<file path="config.mk">
export PLATFORM = sky130hd
export DESIGN_NAME = ber_meter_flat
export DESIGN_NICKNAME = d
export VERILOG_FILES = /design/src/rtl/ber_meter_if.sv /design/src/rtl/ber_meter.sv /design/src/flat_wrapper.sv
export SDC_FILE = /design/constraint.sdc
export NUM_CORES = 1
export LEC_CHECK = 0
export CELL_PAD_IN_SITES_DETAIL_PLACEMENT = 1
export CELL_PAD_IN_SITES_GLOBAL_PLACEMENT = 2
export CORE_AREA = 5 5 105 205
export DETAILED_ROUTE_END_ITERATION = 6
export DIE_AREA = 0 0 110 210
export GPL_TIMING_DRIVEN = 1
export PLACE_DENSITY = 0.85
export REMOVE_ABC_BUFFERS = 1
export SKIP_LAST_GASP = 1
export SLEW_MARGIN = 20
export SYNTH_ARGS = -nofsm -noshare
export SYNTH_HDL_FRONTEND = slang
export SYNTH_SLANG_ARGS = --single-unit
</file>
<file path="constraint.sdc">
create_clock -name CLK -period 7 [get_ports CLK]
set_input_delay 1.4 -clock CLK [delete_from_list [all_inputs] [get_ports CLK]]
set_output_delay 1.4 -clock CLK [all_outputs]
set_load 0.1 [all_outputs]
</file>
<file path="src/rtl/ber_meter_if.sv">
// ber_meter_if: stimulus and window-result bundle between link receiver and ber_meter
interface ber_meter_if #(
    parameter int DATA_W = 8,
    parameter int CNT_W  = 32,
    parameter int IDX_W  = 16
);
    logic              clear_i;
    logic              valid_i;
    logic [DATA_W-1:0] sent_data;
    logic [DATA_W-1:0] recv_data;
    logic [CNT_W-1:0]  threshold_i;
    logic              valid_o;
    logic [CNT_W-1:0]  err_count;
    logic              sat_o;
    logic              alarm_o;
    logic [IDX_W-1:0]  window_idx;
    modport master (
        output clear_i, valid_i, sent_data, recv_data, threshold_i,
        input  valid_o, err_count, sat_o, alarm_o, window_idx
    );
    modport slave (
        input  clear_i, valid_i, sent_data, recv_data, threshold_i,
        output valid_o, err_count, sat_o, alarm_o, window_idx
    );
endinterface

</file>
<file path="src/rtl/ber_meter.sv">
// ber_meter: pipelined XOR/popcount bit-error counter publishing one result per window of valid beats
module ber_meter #(
    parameter int DATA_W = 8,
    parameter int WINDOW = 240_000_000,
    parameter int CNT_W  = 32,
    parameter int IDX_W  = 16
) (
    input logic        CLK,
    input logic        RST,
    ber_meter_if.slave bus
);
    localparam int PC_W = $clog2(DATA_W + 1);
    localparam int BC_W = (WINDOW > 1) ? $clog2(WINDOW) : 1;
    localparam logic [BC_W-1:0] LAST_BEAT = BC_W'(WINDOW - 1);
    logic [DATA_W-1:0] x1_q, x1_d;
    logic              v1_q, v1_d;
    logic [PC_W-1:0]   pc2_q, pc2_d;
    logic              v2_q, v2_d;
    logic [CNT_W-1:0]  acc_q, acc_d;
    logic              sat_acc_q, sat_acc_d;
    logic [BC_W-1:0]   beat_q, beat_d;
    logic [CNT_W-1:0]  err_q, err_d;
    logic              sat_q, sat_d;
    logic              alarm_q, alarm_d;
    logic              vo_q, vo_d;
    logic [IDX_W-1:0]  idx_q, idx_d;
    logic [CNT_W:0]    raw;
    logic [CNT_W-1:0]  sum;
    logic              ovf;
    always_comb begin
        pc2_d = '0;
        for (int i = 0; i < DATA_W; i++) pc2_d = pc2_d + PC_W'(x1_q[i]);
    end
    // One spare carry bit detects the overflow that clamps the accumulator
    assign raw = {1'b0, acc_q} + (CNT_W + 1)'(pc2_q);
    assign ovf = raw[CNT_W];
    assign sum = ovf ? '1 : raw[CNT_W-1:0];
    always_comb begin
        x1_d      = bus.sent_data ^ bus.recv_data;
        v1_d      = bus.valid_i & ~bus.clear_i;
        v2_d      = v1_q & ~bus.clear_i;
        acc_d     = acc_q;
        sat_acc_d = sat_acc_q;
        beat_d    = beat_q;
        idx_d     = idx_q;
        err_d     = err_q;
        sat_d     = sat_q;
        alarm_d   = alarm_q;
        vo_d      = 1'b0;
        if (bus.clear_i) begin
            acc_d     = '0;
            sat_acc_d = 1'b0;
            beat_d    = '0;
            idx_d     = '0;
        end else if (v2_q && beat_q == LAST_BEAT) begin
            err_d     = sum;
            sat_d     = sat_acc_q | ovf;
            alarm_d   = sum > bus.threshold_i;
            idx_d     = idx_q + IDX_W'(1);
            vo_d      = 1'b1;
            acc_d     = '0;
            sat_acc_d = 1'b0;
            beat_d    = '0;
        end else if (v2_q) begin
            acc_d     = sum;
            sat_acc_d = sat_acc_q | ovf;
            beat_d    = beat_q + BC_W'(1);
        end
    end
    always_ff @(posedge CLK) begin
        if (!RST) begin
            x1_q      <= '0;
            v1_q      <= 1'b0;
            pc2_q     <= '0;
            v2_q      <= 1'b0;
            acc_q     <= '0;
            sat_acc_q <= 1'b0;
            beat_q    <= '0;
            err_q     <= '0;
            sat_q     <= 1'b0;
            alarm_q   <= 1'b0;
            vo_q      <= 1'b0;
            idx_q     <= '0;
        end else begin
            x1_q      <= x1_d;
            v1_q      <= v1_d;
            pc2_q     <= pc2_d;
            v2_q      <= v2_d;
            acc_q     <= acc_d;
            sat_acc_q <= sat_acc_d;
            beat_q    <= beat_d;
            err_q     <= err_d;
            sat_q     <= sat_d;
            alarm_q   <= alarm_d;
            vo_q      <= vo_d;
            idx_q     <= idx_d;
        end
    end
    assign bus.valid_o    = vo_q;
    assign bus.err_count  = err_q;
    assign bus.sat_o      = sat_q;
    assign bus.alarm_o    = alarm_q;
    assign bus.window_idx = idx_q;
endmodule

</file>
<file path="src/flat_wrapper.sv">
// flat-port wrapper written by rule: the top's interface ports become plain ports
module ber_meter_flat 
#(
    parameter int DATA_W = 8,
    parameter int WINDOW = 240_000_000,
    parameter int CNT_W  = 32,
    parameter int IDX_W  = 16
)
  (CLK, RST, bus_clear_i, bus_valid_i, bus_sent_data, bus_recv_data, bus_threshold_i, bus_valid_o, bus_err_count, bus_sat_o, bus_alarm_o, bus_window_idx);
  ber_meter_if #(.DATA_W(DATA_W), .CNT_W(CNT_W), .IDX_W(IDX_W)) bus_i ();
  input logic CLK;
  input logic RST;
  input wire logic [$bits(bus_i.clear_i)-1:0] bus_clear_i;
  input wire logic [$bits(bus_i.valid_i)-1:0] bus_valid_i;
  input wire logic [$bits(bus_i.sent_data)-1:0] bus_sent_data;
  input wire logic [$bits(bus_i.recv_data)-1:0] bus_recv_data;
  input wire logic [$bits(bus_i.threshold_i)-1:0] bus_threshold_i;
  output wire logic [$bits(bus_i.valid_o)-1:0] bus_valid_o;
  output wire logic [$bits(bus_i.err_count)-1:0] bus_err_count;
  output wire logic [$bits(bus_i.sat_o)-1:0] bus_sat_o;
  output wire logic [$bits(bus_i.alarm_o)-1:0] bus_alarm_o;
  output wire logic [$bits(bus_i.window_idx)-1:0] bus_window_idx;
  assign bus_i.clear_i = bus_clear_i;
  assign bus_i.valid_i = bus_valid_i;
  assign bus_i.sent_data = bus_sent_data;
  assign bus_i.recv_data = bus_recv_data;
  assign bus_i.threshold_i = bus_threshold_i;
  assign bus_valid_o = bus_i.valid_o;
  assign bus_err_count = bus_i.err_count;
  assign bus_sat_o = bus_i.sat_o;
  assign bus_alarm_o = bus_i.alarm_o;
  assign bus_window_idx = bus_i.window_idx;
  ber_meter #(.DATA_W(DATA_W), .WINDOW(WINDOW), .CNT_W(CNT_W), .IDX_W(IDX_W)) u_core (.CLK(CLK), .RST(RST), .bus(bus_i));
endmodule
</file>
==> metrics.cfg, run 1 <==
[worst_setup_path]
r2r-start = u_core.acc_q[0]
worstPathRequired_ns = 7.30
critical_path_arrival_ns = 4.38
critPathLaunchType = flip-flop
rr_worst_depth = 15
crit_type = reg -> reg
cp-end-kind = flip-flop
cp_max_fo = 10
r2r_setup_slack_ns = 2.92
cp-startpoint = u_core.acc_q[0]
r2r_end = u_core.bus.alarm_o
endpoint = u_core.bus.alarm_o

[final_layout]
regArea_um2 = 2520
layout.cells.non_filler = 1186
multi_input_area_um2 = 3880
drive_gt1_frac = 0.0617
fillers = 2403
fin_nets = 1009
area_delta_synth_final_pct = 27.3
n_antenna_cell = 0

[timing]
rsz0062_at_grt = no
min_period_ns = 4.08
slew_violations = 0
setup_viol = 0
fmaxAchievable_mhz = 245
worst_slew_pin_slew_ns = 1.05
relSlewSlack = 0.301
hold_viol = 0
holdWs_ns = 0.429
finalSetupTns_ns = 0
min_period_over_period = 0.583
finClkSkew_ns = 0.00709

[detailed_routing]
drt_first_iter_violations = 145
dr.pass1.iters = 4
routed_wl_mm = 21.8
ant_nets = 0
drc = 0
vias = 6224
wl_per_cell_um = 18.4
via_per_inst = 5.25

[synth]
avgSynthCellArea_um2 = 8.27
async_flop_share = 0
synth_area_leaders = dfxtp_1 (37%), ha_1 (7.6%), nor2_1 (5.3%)
ys.flop_type = dfxtp_1
postSynthCellCount = 819
synth_edf_count = 0
yosysTopAreaCell = dfxtp_1
seq_area_frac_synth = 0.373
synthesis.area_um2 = 6770
ys_seq_elements = 126
synth_cell_types = 54
synth_most_common_cell = dfxtp_1
synth_top_area_frac = 0.373
ys_warn_count = 0
netlist_top_cells_count = dfxtp_1 (126), nor2_1 (95), nand2_1 (76)

[clock_network]
tritoncts = yes
postCtsSetupBuffers = 0
cts_buffers = 17
insertion_delay_ns = 0.42
cts_hold_repair.buffers = 0
cts.clk_slew.worst_paths_ns = 0.06
root_buffer = clkbuf_16
cts_resized = 0
cts_sinks = 126
clockBufferDepth = 2
htree_num_levels = 4

[global_route]
grt_util_all_layers = 0.195
grt_pass1_wl_mm = 34.6
grt_pass1_vias = 6659
antenna_found_initial = 0
grt_max_degree = 52
overflow = 0

[power]
p_leak_nw = 3.57
total_power_mw = 1.74
power.density_nw_per_um2 = 202
peakVddDrop_v = 0.000135

[floorplanning]
die_w_um = 110
die_y_um = 210
io_pins = 103
dieArea_um2 = 23100
start_util = 0.342
core_um2 = 19800
placementRows = 73

[placed_design]
io_buffers = 102
dp.cells = 1154
gp_congestion = 0.848
dp_hpwl_mm = 16.5

[outcome]
outcome = finished, final reports clean

[hold_path]
min_from = u_core.v1_q
hold_class = reg -> reg

[run]
maxCapViolCount = 0

placed cells by master (no fill, tap or decap), drive strengths merged, types with 8 or more instances in the layout:
cell type      count
o21ai             39
ha                41
nand2             76
a21oi             53
and4              12
and3              22
nand4             28
mux2i              9
nor4              14
nor2              96
nor3              17
o21a              10
xnor2             24
clkbuf            22
nand3             36
buf                8
inv               59
clkdlybuf4s50    102
and2               9
xor2              38
dfxtp            126
critical path: stages (launching register included):
cell	delay, ns
dfxtp_1	0.31
ha_1	0.24
fa_1	0.41
a21o_1	0.22
a21oi_2	0.46
nor4_2	0.20
buf_4	0.23
nor3_1	0.37
inv_1	0.12
ha_1	0.31
a21oi_1	0.13
o21ai_0	0.15
a221o_1	0.35
a211o_1	0.23
a21oi_1	0.15
o21ai_0	0.09
sequential cells by signal, summed over array words and instances, names as in the netlist, 4 cells and up:
signal                 flops
u_core.bus.err_count      32
u_core.beat_q             28
u_core.x1_q                8
u_core.bus.window_idx     16
u_core.acc_q              32
u_core.pc2_q               4
power breakdown:
group          leakage (nW)  switching, mW  internal (mW)
Combinational          2.26         0.0683         0.0590
Sequential             1.02        0.00433          0.727
Clock                 0.286          0.333          0.550
cells by family after synthesis:
group           after synthesis  synth area share
simple gates                331             0.252
compound gates              144             0.128
flops                       126             0.373
buf+inv                      96            0.0552
xor+xnor                     62            0.0802
fa+ha+maj                    46            0.0905
mux                          14            0.0216
how the worst min path moves through the flow:
stage	end	slack (ns)	depth (start not counted)
2_1_floorplan	u_core.v2_q	0.41	1
6_report	u_core.v2_q	0.43	1
5_1_grt	u_core.v2_q	0.45	1
3_3_place_gp	u_core.v2_q	0.41	1
3_5_place_dp	u_core.v2_q	0.42	1
4_1_cts	u_core.v2_q	0.43	1
routing by layer:
| layer | global-route usage | vias up | wire length (um) |
|---|---|---|---|
| met5 | 0 | - | 0 |
| met4 | 0.0994 | 0 | 959 |
| met3 | 0.0285 | 48 | 530 |
| met2 | 0.385 | 106 | 12800 |
| met1 | 0.186 | 3046 | 7530 |
| li1 | - | 3024 | - |
final cells by class:
type	count	share of cell area
Multi-Input combinational cell	597	0.450
Sequential cell	126	0.293
Timing Repair Buffer	110	0.125
Clock buffer	22	0.0550
Tap cell	262	0.0380
Inverter	59	0.0257
Clock inverter	10	0.0131
per-stage QoR:
step	utilization	cell area, um2	setup WS (ns)
after global placement	0.405	8030	3.09
after global routing	0.435	8620	2.69
after floorplan	-	6620	3.62
final	0.435	8620	2.92
after CTS	0.435	8620	2.94
after detailed placement	0.405	8030	2.94
Note: power is estimated with default switching activity, not from simulation.
==> run 2, diff against run 1 <==
Settings changed: CORE_AREA 5 5 105 205 to 5 5 115 225, DIE_AREA 0 0 110 210 to 0 0 120 230, PLACE_DENSITY 0.85 to 0.75.
Clock period 7 ns to 3.6 ns, I/O delays scaled along.
==> metrics.cfg, run 2 (synthesized netlist as in run 1, its figures left out) <==
[hold_path]
hold_class = reg -> reg  ; unchanged

[timing]
slew_violations = 0  ; unchanged
fmaxAchievable_mhz = 291  ; was 245 MHz
setup_viol = 0  ; unchanged
worst_slew_pin_slew_ns = 0.999  ; was 1.05 ns
relSlewSlack = 0.332  ; was 0.301
hold_viol = 0  ; unchanged
finClkSkew_ns = 0.00901  ; was 0.00709 ns
min_period_ns = 3.44  ; was 4.08 ns
min_period_over_period = 0.956  ; was 0.583

[detailed_routing]
dr.pass1.iters = 4  ; unchanged
routed_wl_mm = 23.0  ; was 21.8 mm
wl_per_cell_um = 18.4  ; about the same
vias = 6346  ; was 6224
drc = 0  ; unchanged
via_per_inst = 5.07  ; was 5.25
drt_first_iter_violations = 170  ; was 145
ant_nets = 0  ; unchanged

[power]
power.density_nw_per_um2 = 395  ; was 202 nW/um2
p_leak_nw = 3.81  ; was 3.57 nW
switching_share = 0.230  ; was 0.233
power_frac_comb = 0.073  ; about the same
p_int_mw = 2.74  ; was 1.34 mW
switchingPower_mw = 0.820  ; was 0.406 mW
peakVddDrop_v = 0.000243  ; was 0.000135 V
power.share.sequential = 0.399  ; was 0.420
p_clk_frac = 0.528  ; was 0.507

[floorplanning]
start_util = 0.283  ; was 0.342
die_y_um = 230  ; was 210 um
die_w_um = 120  ; was 110 um
placementRows = 80  ; was 73
io_pins = 103  ; unchanged
core_um2 = 23900  ; was 19800 um2
dieArea_um2 = 27600  ; was 23100 um2

[clock_network]
tritoncts = yes  ; unchanged
postCtsSetupBuffers = 0  ; unchanged
cts.clk_slew.worst_paths_ns = 0.06  ; about the same
cts_buffers = 17  ; unchanged
htree_num_levels = 4  ; unchanged
root_buffer = clkbuf_16  ; unchanged
cts_sinks = 126  ; unchanged
insertion_delay_ns = 0.43  ; was 0.42 ns
clockBufferDepth = 2  ; unchanged

[global_route]
grt_pass1_wl_mm = 36.5  ; was 34.6 mm
grt_util_all_layers = 0.172  ; was 0.195
grt_pass1_vias = 6913  ; was 6659
overflow = 0  ; unchanged
grt_max_degree = 50  ; was 52
antenna_found_initial = 0  ; unchanged

[placed_design]
io_buffers = 102  ; unchanged
dp_hpwl_mm = 18.0  ; was 16.5 mm
place_area_um2 = 8340  ; was 8030 um2
gp_congestion = 0.831  ; was 0.848

[final_layout]
drive_gt1_frac = 0.118  ; was 0.0617
final_util = 0.377  ; was 0.435
area_delta_synth_final_pct = 33.2  ; was 27.3%
layout_common_cells = dfxtp_1 (126), nor2_1 (95), clkdlybuf4s50_1 (91)  ; was dfxtp_1 (126), clkdlybuf4s50_1 (102), nor2_1 (95)
finalInstanceArea_um2 = 9020  ; was 8620 um2
fin_nets = 1049  ; was 1009
layout_commonest_cell = dfxtp_1  ; unchanged
n_antenna_cell = 0  ; unchanged

[worst_setup_path]
cp_max_fo = 8  ; was 10
cp-end-kind = flip-flop  ; unchanged
crit_type = reg -> reg  ; unchanged
worstPathRequired_ns = 3.91  ; was 7.30 ns
critPathLaunchType = flip-flop  ; unchanged
critical_path_arrival_ns = 3.75  ; was 4.38 ns

[outcome]
outcome = finished, final reports clean  ; unchanged

[run]
maxCapViolCount = 0  ; unchanged

-- run 2: area by class of cell --
class,count,area [um2]
fillers,2813,14900
multi-input cells,597,3910
flip-flops and latches,126,2520
repair buffers,150,1370
clock buffers,20,457
well taps,287,359
inverters,59,221
clock inverters,12,184
-- run 2: worst paths after layout --
kind                         from                  to  slack [ns]  depth (start not counted)
setup / recovery  u_core.acc_q[1]  u_core.bus.alarm_o        0.16                         16
hold / removal        u_core.v1_q         u_core.v2_q        0.43                          1
setup reg to reg  u_core.acc_q[1]  u_core.bus.alarm_o        0.16                         16
hold reg to reg       u_core.v1_q         u_core.v2_q        0.43                          1
-- run 2: routing by layer --
metal	vias up	track usage	routed length (um)
li1	3107	-	-
met1	3079	0.163	8160
met2	105	0.341	13300
met3	55	0.0273	547
met4	0	0.0914	992
met5	-	0	0
-- run 2: power by group through the flow --
stage	logic [mW]	registers (mW)	clock network, mW
after CTS	0.266	1.42	1.93
final	0.259	1.42	1.88
after detailed placement	0.264	1.45	0
after global routing	0.294	1.42	1.99
after floorplan	0.123	1.45	0
after global placement	0.259	1.45	0
-- run 2: worst max-delay path, cell delays in order, from the launching register on --
cell and delay [ns]:
dfxtp_1 0.34, ha_1 0.32, a211o_1 0.27, a21oi_1 0.15
buf_4 0.19, nor2_1 0.05, buf_4 0.16, and3_1 0.21
xnor2_2 0.19, nand2_1 0.09, ha_1 0.29, nand4_1 0.19
nor2_1 0.07, a221o_1 0.34, a211o_1 0.23, a21oi_1 0.14
o21ai_0 0.08
-- run 2: metrics by stage --
| step | std cells | TNS, ns | hold slack (ns) | power [mW] | worst slack (ns) |
|---|---|---|---|---|---|
| 6_report | 1251 | 0 | 0.430 | 3.56 | 0.160 |
| 5_1_grt | 1251 | -0.0130 | 0.444 | 3.70 | -0.0130 |
| 4_1_cts | 1251 | 0 | 0.435 | 3.62 | 0.0988 |
| 3_5_place_dp | 1219 | 0 | 0.421 | 1.72 | 0.116 |
| 3_3_place_gp | 1219 | 0 | 0.418 | 1.71 | 0.166 |
| 2_1_floorplan | 782 | 0 | 0.406 | 1.57 | 0.223 |
-- run 2: timing repair --
item                                    in CTS  in global routing
endpoints found under the setup margin       0                  1
hold buffers                                 0                  0
resized for setup                            0                  7
==> run 3, diff against run 2 <==
Settings changed: CORE_AREA 5 5 115 225 to 2 2 112 222, DIE_AREA 0 0 120 230 to 0 0 114 224.
==> metrics.cfg, run 3 (synthesized netlist as in run 1, its figures left out) <==
[timing]
setup_viol = 0  ; unchanged
min_period_over_period = 0.955  ; was 0.956
worst_slew_pin_slew_ns = 1.01  ; was 0.999 ns
slew_violations = 0  ; unchanged
holdWs_ns = 0.457  ; was 0.430 ns
setup_ws_ns = 0.162  ; was 0.160 ns
hold_viol = 0  ; unchanged
relSlewSlack = 0.324  ; was 0.332
rsz0062_at_grt = no
finClkSkew_ns = 0.0134  ; was 0.00901 ns
finalSetupTns_ns = 0  ; unchanged
min_period_ns = 3.44  ; about the same
fmaxAchievable_mhz = 291  ; about the same

[clock_network]
insertion_delay_ns = 0.44  ; was 0.43 ns
clockBufferDepth = 2  ; unchanged
postCtsSetupBuffers = 0  ; unchanged
cts_buffers = 17  ; unchanged
root_buffer = clkbuf_16  ; unchanged
tritoncts = yes  ; unchanged
cts_resized = 0  ; unchanged
htree_num_levels = 4  ; unchanged
cts_sinks = 126  ; unchanged
cts_hold_repair.buffers = 0  ; unchanged
cts.clk_slew.worst_paths_ns = 0.06  ; about the same

[detailed_routing]
wl_per_cell_um = 18.6  ; was 18.4 um
dr.pass1.iters = 4  ; unchanged
drc = 0  ; unchanged
via_per_inst = 5.09  ; was 5.07
ant_nets = 0  ; unchanged
drt_first_iter_violations = 170  ; unchanged
vias = 6356  ; was 6346
routed_wl_mm = 23.2  ; was 23.0 mm

[worst_setup_path]
r2r_setup_slack_ns = 0.16  ; about the same
critPathLaunchType = flip-flop  ; unchanged
cp_max_fo = 6  ; was 8
worstPathRequired_ns = 3.96  ; was 3.91 ns
cp-startpoint = u_core.acc_q[0]  ; was u_core.acc_q[1]
crit_type = reg -> reg  ; unchanged
cp-end-kind = flip-flop  ; unchanged
endpoint = u_core.bus.alarm_o  ; unchanged
r2r_end = u_core.bus.alarm_o  ; unchanged
critical_path_arrival_ns = 3.80  ; was 3.75 ns
rr_worst_depth = 15  ; was 16
r2r-start = u_core.acc_q[0]  ; was u_core.acc_q[1]

[final_layout]
fin_nets = 1047  ; was 1049
layout_commonest_cell = dfxtp_1  ; unchanged
layout.cells.non_filler = 1249  ; was 1251
n_antenna_cell = 0  ; unchanged
area_delta_synth_final_pct = 32.9  ; was 33.2%
layout_common_cells = dfxtp_1 (126), clkdlybuf4s50_1 (96), nor2_1 (94)  ; was dfxtp_1 (126), nor2_1 (95), clkdlybuf4s50_1 (91)
drive_gt1_frac = 0.112  ; was 0.118

[global_route]
grt_util_all_layers = 0.188  ; was 0.172
grt_max_degree = 50  ; unchanged
antenna_found_initial = 0  ; unchanged
overflow = 0  ; unchanged
grt_pass1_wl_mm = 36.3  ; was 36.5 mm
grt_pass1_vias = 6760  ; was 6913

[placed_design]
gp_congestion = 0.873  ; was 0.831
place_ws_ns = 0.0677  ; was 0.116 ns
io_buffers = 102  ; unchanged
dp.cells = 1217  ; was 1219
dp_hpwl_mm = 17.9  ; was 18.0 mm

[floorplanning]
core_um2 = 23800  ; was 23900 um2
start_util = 0.284  ; was 0.283
io_pins = 103  ; unchanged
die_y_um = 224  ; was 230 um
die_w_um = 114  ; was 120 um
placementRows = 80  ; unchanged
dieArea_um2 = 25500  ; was 27600 um2

[hold_path]
hold_class = reg -> reg  ; unchanged
min_from = u_core.v1_q  ; unchanged

[outcome]
outcome = finished, final reports clean  ; unchanged

[power]
power.density_nw_per_um2 = 387  ; was 395 nW/um2
peakVddDrop_v = 0.000241  ; was 0.000243 V
total_power_mw = 3.49  ; was 3.56 mW
p_leak_nw = 3.78  ; was 3.81 nW

[run]
maxCapViolCount = 0  ; unchanged

[run 3: cell count changes in the layout (fill, tap and decap cells not counted), sizes merged]
cell           change
bufinv             -1
clkdlybuf4s50      +5
inv                +2
clkbuf             -3
buf                -7
clkinvlp           +2
[run 3: worst min-delay path by stage]
stage                     slack, ns                       end  cells after the start
after floorplan                0.41               u_core.v2_q                      1
after global placement         0.44  u_core.bus.err_count[19]                      2
after detailed placement       0.45               u_core.v2_q                      1
after CTS                      0.46  u_core.bus.err_count[23]                      2
after global routing           0.48  u_core.bus.err_count[19]                      2
final                          0.46               u_core.v2_q                      1
[run 3: routing by layer]
layer	routed length, um	GRT usage	up-vias
met5	0	0	-
met4	1030	0.101	0
met3	474	0.0341	47
met2	13500	0.376	95
met1	8140	0.173	3103
li1	-	-	3111
[run 3: worst max-delay path: stages, from the launching register on]
cell and delay (ns):
dfxtp_1 0.33, ha_1 0.22, fa_2 0.25, a21o_1 0.19, a21oi_4 0.09, buf_4 0.16
buf_4 0.16, nor4b_2 0.35, mux2_2 0.39, ha_1 0.32, nand4_1 0.14, nand2b_1 0.20
a211o_1 0.28, o211ai_1 0.09, a21oi_1 0.05, o21ai_0 0.13
[run 3: area by class of cell]
type                       count  area (um2)
clock buffer                  17         425
inverter                      59         221
fill                        2836       14800
clock inverter                15         186
tap                          287         359
multi-input combinational    597        3920
timing repair buffer         148        1360
sequential                   126        2520
[run 3: where the power goes]
group	internal, mW	leakage, nW	switching (mW)
clock network	1.09	0.286	0.708
logic	0.126	2.48	0.135
registers	1.41	1.02	0.00888
total	2.63	3.78	0.852
[run 3: per-stage QoR]
stage | instance area (um2) | utilization
after floorplan | 6620 | -
after global placement | 8340 | 0.350
after detailed placement | 8340 | 0.350
after CTS | 8950 | 0.376
after global routing | 9000 | 0.378
final | 9000 | 0.378
==> edit 1 (config.mk and constraints of run 1) <==
Take the reset off `x1_q` and `pc2_q` and load them in a clocked block of their own.
--- a/src/rtl/ber_meter.sv
+++ b/src/rtl/ber_meter.sv
@@ -69,9 +69,7 @@
     end
     always_ff @(posedge CLK) begin
         if (!RST) begin
-            x1_q      <= '0;
             v1_q      <= 1'b0;
-            pc2_q     <= '0;
             v2_q      <= 1'b0;
             acc_q     <= '0;
             sat_acc_q <= 1'b0;
@@ -82,9 +80,7 @@
             vo_q      <= 1'b0;
             idx_q     <= '0;
         end else begin
-            x1_q      <= x1_d;
             v1_q      <= v1_d;
-            pc2_q     <= pc2_d;
             v2_q      <= v2_d;
             acc_q     <= acc_d;
             sat_acc_q <= sat_acc_d;
@@ -96,6 +92,11 @@
             idx_q     <= idx_d;
         end
     end
+
+    always_ff @(posedge CLK) begin
+        x1_q  <= x1_d;
+        pc2_q <= pc2_d;
+    end
     assign bus.valid_o    = vo_q;
     assign bus.err_count  = err_q;
     assign bus.sat_o      = sat_q;
Formal check against the unedited RTL: no difference found for any inputs over 10 cycles, from zero or initial values and one cycle with RST low; that may be too few to reach the edited logic, so the function may still have changed.
==> edit 1 against run 1 <==
Combinational power up 31%; sequential cell count unchanged; cell count shrank 1.2%; area after synthesis grew 0.98%; global-route usage shrank 1.0 points; critical path type unchanged; setup slack worse by 0.45 ns; final area fell by 0.58%; highest routed layer unchanged; wire length down 6.3%; total power fell by 1.4%.
==> edit 1: results (changes against run 1) <==
stage,metric,value,unit,change
drt,wire per inst,17.5,um,-5.1%
placed_design,gp weighted congestion,0.813,,-4.0%
synth,post-synthesis cell type count,65,,+20%
synth,top-count cell post-synth,dfxtp_1,,
synth,"Seq/Total Area, Yosys",36.9,%,-0.36 points
worst_setup_path,Critical Path AT,4.88,ns,+0.50 ns
clock_tree,Clock Latency Late Sink,0.43,ns,
drt,DR vias/cell,5.20,,-0.82%
layout,share of layout cells above drive strength 1,7.25,%,+1.1 points
global_route,first-pass GRT wire length,33.5,mm,-3.2%
clock_tree,total CTS buffers,17,,unchanged
timing,Final Skew,0.0195,ns,+0.0124 ns
placed_design,DP Area,8030,sq um,about the same
drt,initial detailed-routing violation count,146,,+0.69%
placed_design,post-detail-place hpwl,15.6,mm,-5.4%
synth,Avg Synthesized Cell Area,8.44,sq um,+2.1%
power_and_ir_drop,internal power,1.27,mW,-5.1%
global_route,vias in the first global route,6657,,-0.030%
power_and_ir_drop,Pleak,3.39,nW,-4.9%
clock_tree,Clock Tree Buf Depth,2,,unchanged
worst_setup_path,Crit Path Max Fanout,24,,+14
layout,fin util,43.2,%,-0.25 points
layout,final net count,996,,-1.3%
synth,most frequent cells after synthesis,"dfxtp_1 (126), nor2_1 (91), inv_1 (61), nand2_1 (61), a21oi_1 (46)",,
drt,first drt pass iteration count,4,,unchanged
global_route,initial antenna violation count,0,,unchanged
layout,fill cell count,2386,,-0.71%
power_and_ir_drop,"IR drop worst, VDD",0.159,mV,+17%
synth,top post-synthesis cells by area,"dfxtp_1 (37%), ha_1 (7.5%), xor2_1 (5.1%), nor2_1 (5.0%), a21oi_1 (3.4%)",,
global_route,Overall Global Routing Usage,18.5,%,-1.0 points
outcome,outcome,finished clean,,
timing,Slew @ Worst Pin,1.07,ns,+0.0222 ns
placed_design,# placed instances,1141,,-1.1%
drt,total wire length,20.5,mm,-6.3%
clock_tree,CTS clock-pin slew for the worst setup and hold paths,0.06,ns,about the same
## edit 1: changes by cell type after synthesis, sizes merged, moves of 5 or more
cell,change
a31oi,+10
and3,-6
buf,+14
clkbuf,-13
nand2,-14
nand3,-6
nand4,+6
nor4,-5
## edit 1: layout make-up
type / count / area share (%)
multi-input cells: 584 / 45.4
flip-flops and latches: 126 / 29.4
repair buffers: 107 / 12.4
clock buffers: 18 / 5.13
well taps: 262 / 3.83
inverters: 62 / 2.72
clock inverters: 13 / 1.10
## edit 1: metrics by stage
step | setup slack, ns | power (mW) | hold WS [ns]
2_1_floorplan | 3.05 | 0.854 | 0.406
3_3_place_gp | 2.19 | 0.923 | 0.426
3_5_place_dp | 2.45 | 0.930 | 0.425
4_1_cts | 2.42 | 1.75 | 0.451
5_1_grt | 2.13 | 1.79 | 0.453
6_report | 2.47 | 1.72 | 0.445
## edit 1: cell families after synthesis
kind of cell / share of synthesized area (%)
simple gates: 22.9
compound gates: 14.6
flops: 36.9
buf+inv: 6.24
xor+xnor: 8.45
fa+ha+maj: 8.97
mux: 1.92
## edit 1: worst paths after layout
path / startpoint / to / slack [ns] / cells past startpoint
worst max-delay path: u_core.acc_q[0] / u_core.bus.alarm_o / 2.47 / 12
worst min-delay path: u_core.v1_q / u_core.v2_q / 0.45 / 1
worst max register to register: u_core.acc_q[0] / u_core.bus.alarm_o / 2.47 / 12
worst min register to register: u_core.v1_q / u_core.v2_q / 0.45 / 1
## edit 1: power groups by stage
| stage | Sequential [mW] | Clock [mW] | Combinational (mW) |
|---|---|---|---|
| 2_1_floorplan | 0.756 | 0 | 0.0983 |
| 3_3_place_gp | 0.756 | 0 | 0.167 |
| 3_5_place_dp | 0.757 | 0 | 0.173 |
| 4_1_cts | 0.741 | 0.831 | 0.173 |
| 5_1_grt | 0.743 | 0.854 | 0.194 |
| 6_report | 0.742 | 0.808 | 0.167 |
## edit 1: critical path, stage by stage (launching register included)
cell and delay (ns):
dfxtp_1 0.34, ha_1 0.19, fa_1 0.26, a211oi_2 0.14, nor3b_4 0.60, nand3_1 0.95, nand2_1 0.47, ha_1 0.22
a21oi_1 0.08, a2111oi_1 0.80, o41ai_1 0.19, nand3_1 0.13, o2bb2ai_1 0.11
## edit 1: metal layers
| layer | vias to the layer above | wire, um | track usage, % |
|---|---|---|---|
| li1 | 2999 | - | - |
| met1 | 2996 | 7280 | 18.0 |
| met2 | 85 | 12300 | 37.2 |
| met3 | 20 | 445 | 2.54 |
| met4 | 0 | 391 | 7.36 |
| met5 | - | 0 | 0 |
==> edit 2 (settings of run 1) <==
Without the edit above. `CNT_W` is set to 32 in 3 places; all go to 48.
--- a/src/rtl/ber_meter_if.sv
+++ b/src/rtl/ber_meter_if.sv
@@ -1,7 +1,7 @@
 // ber_meter_if: stimulus and window-result bundle between link receiver and ber_meter
 interface ber_meter_if #(
     parameter int DATA_W = 8,
-    parameter int CNT_W  = 32,
+    parameter int CNT_W  = 48,
     parameter int IDX_W  = 16
 );
     logic              clear_i;
--- a/src/rtl/ber_meter.sv
+++ b/src/rtl/ber_meter.sv
@@ -2,7 +2,7 @@
 module ber_meter #(
     parameter int DATA_W = 8,
     parameter int WINDOW = 240_000_000,
-    parameter int CNT_W  = 32,
+    parameter int CNT_W  = 48,
     parameter int IDX_W  = 16
 ) (
     input logic        CLK,
--- a/src/flat_wrapper.sv
+++ b/src/flat_wrapper.sv
@@ -3,7 +3,7 @@
 #(
     parameter int DATA_W = 8,
     parameter int WINDOW = 240_000_000,
-    parameter int CNT_W  = 32,
+    parameter int CNT_W  = 48,
     parameter int IDX_W  = 16
 )
   (CLK, RST, bus_clear_i, bus_valid_i, bus_sent_data, bus_recv_data, bus_threshold_i, bus_valid_o, bus_err_count, bus_sat_o, bus_alarm_o, bus_window_idx);
Ports: changed (resized bus_err_count and bus_threshold_i); port bits go from 103 to 135. No check against the original RTL was run, so the function may have changed too.
==> edit 2 against run 1 <==
Area after synthesis is 32% higher; clock power is 22% higher; total power is 23% higher; final area is 29% higher; critical path depth is 2 lower; sequential cell count is 32 higher; sequential share of layout area is 0.77 points lower; cell count is 24% higher; setup slack worse by 0.30 ns; wire length is 33% higher.
==> edit 2: results (changes against run 1) <==
stage,metric,value,unit,change
outcome,outcome,finished clean,,
drt,total wire length,29.1,mm,+33%
worst_setup_path,Critical Path AT,4.72,ns,+0.34 ns
global_route,largest net degree at the start of global routing,69,,+33%
global_route,first-pass GRT wire length,45.9,mm,+33%
drt,via count,8263,,+33%
global_route,M2 GR Usage,52.4,%,+14 points
synth,mux contribution to synthesized area,1.39,%,-0.77 points
synth,"Async S/R FF share, synth",0,%,unchanged
clock_tree,htree depth,4,,unchanged
drt,first drt pass iteration count,4,,unchanged
layout,n_diodes,0,,unchanged
timing,"Slew Viols, Final",0,,unchanged
global_route,initial antenna violation count,0,,unchanged
placed_design,gp weighted congestion,0.839,,-1.1%
timing,Final Skew,0.00884,ns,+0.00175 ns
synth,Synth Area in Compound Gates,16.7,%,+4.0 points
placed_design,# port buffers,134,,+31%
synth,most frequent cells after synthesis,"dfxtp_1 (158), nand2_1 (111), nor2_1 (93)",,
worst_setup_path,Crit path max-delay family,simple AND/OR/NAND/NOR gates,,
synth,"Seq/Total Area, Yosys",35.5,%,-1.7 points
timing,Slew @ Worst Pin,1.06,ns,+0.0118 ns
global_route,Overall Global Routing Usage,25.6,%,+6.1 points
synth,Synth warnings,0,,unchanged
synth,post-synthesis cell type count,66,,+22%
power_and_ir_drop,"IR drop worst, VDD",0.151,mV,+12%
synth,top post-synthesis cells by area,"dfxtp_1 (36%), ha_1 (8.0%), nand2_1 (4.7%), xnor2_1 (4.6%), a21oi_1 (4.4%)",,
worst_setup_path,slowest CP cell,nor4_1,,
drt,initial detailed-routing violation count,281,,+94%
clock_tree,Clock Tree Buf Depth,2,,unchanged
worst_setup_path,Crit Path Max Fanout,8,,-2
placed_design,post-detail-place hpwl,21.6,mm,+31%
placed_design,DP Area,10400,sq um,+30%
synth,adder-cell share of the synthesized area,9.13,%,+0.079 points
global_route,met3 Track Usage GR,2.97,%,+0.12 points
synth,Post-Synth XOR/XNOR Area,7.77,%,-0.25 points
clock_tree,Post-CTS Setup Repair Bufs,0,,unchanged
power_and_ir_drop,Pleak,4.60,nW,+29%
layout,share of layout cells above drive strength 1,6.47,%,+0.30 points
worst_setup_path,Critical Path Max Stage Delay,0.74,ns,+0.28 ns
clock_tree,CTS Root Cell,clkbuf_16,,
global_route,vias in the first global route,8866,,+33%
clock_tree,total CTS buffers,17,,unchanged
clock_tree,Clock Latency Late Sink,0.43,ns,
layout,final net count,1322,,+31%
global_route,met1 Usage GRT,24.1,%,+5.5 points
clock_tree,CTS clock-pin slew for the worst setup and hold paths,0.07,ns,
==> edit 2: cell count changes in the layout (fill, tap and decap cells not counted), sizes merged, moves of 12 or more <==
cell           change
nand2             +35
dfxtp             +32
nand4             +12
inv               +19
a21oi             +27
ha                +16
clkdlybuf4s50     +31
and2              +13
xnor2             +23
o21ai             +30
==> edit 2: worst paths after layout <==
kind / start / endpoint / slack (ns) / cells past startpoint
worst min register to register: u_core.v1_q / u_core.v2_q / 0.44 / 1
worst max register to register: u_core.acc_q[7] / u_core.bus.alarm_o / 2.62 / 13
worst min-delay path: u_core.v1_q / u_core.v2_q / 0.44 / 1
worst max-delay path: u_core.acc_q[7] / u_core.bus.alarm_o / 2.62 / 13
==> edit 2: final cells by class <==
| cell class | count | area, sq um |
|---|---|---|
| fillers | 2403 | 8720 |
| flip-flops and latches | 158 | 3160 |
| well taps | 262 | 328 |
| multi-input cells | 793 | 5230 |
| clock inverters | 13 | 236 |
| repair buffers | 144 | 1410 |
| clock buffers | 19 | 443 |
| inverters | 78 | 293 |
==> edit 2: layer usage <==
metal	vias up	routed length [um]
met1	4097	9960
met5	-	0
li1	4016	-
met3	49	562
met4	0	1010
met2	101	17600
==> edit 2: where the power goes <==
group | internal (mW) | leakage (nW) | switching [mW]
Sequential | 0.908 | 1.28 | 0.00504
Combinational | 0.0702 | 3.00 | 0.0779
Clock | 0.682 | 0.328 | 0.398
Total | 1.66 | 4.60 | 0.481
==> edit 2: through the flow <==
| stage | setup WS (ns) | std cells |
|---|---|---|
| after floorplan | 1.25 | 1029 |
| after global placement | 2.76 | 1435 |
| after detailed placement | 2.64 | 1435 |
| after CTS | 2.59 | 1467 |
| after global routing | 2.21 | 1467 |
| final | 2.62 | 1467 |
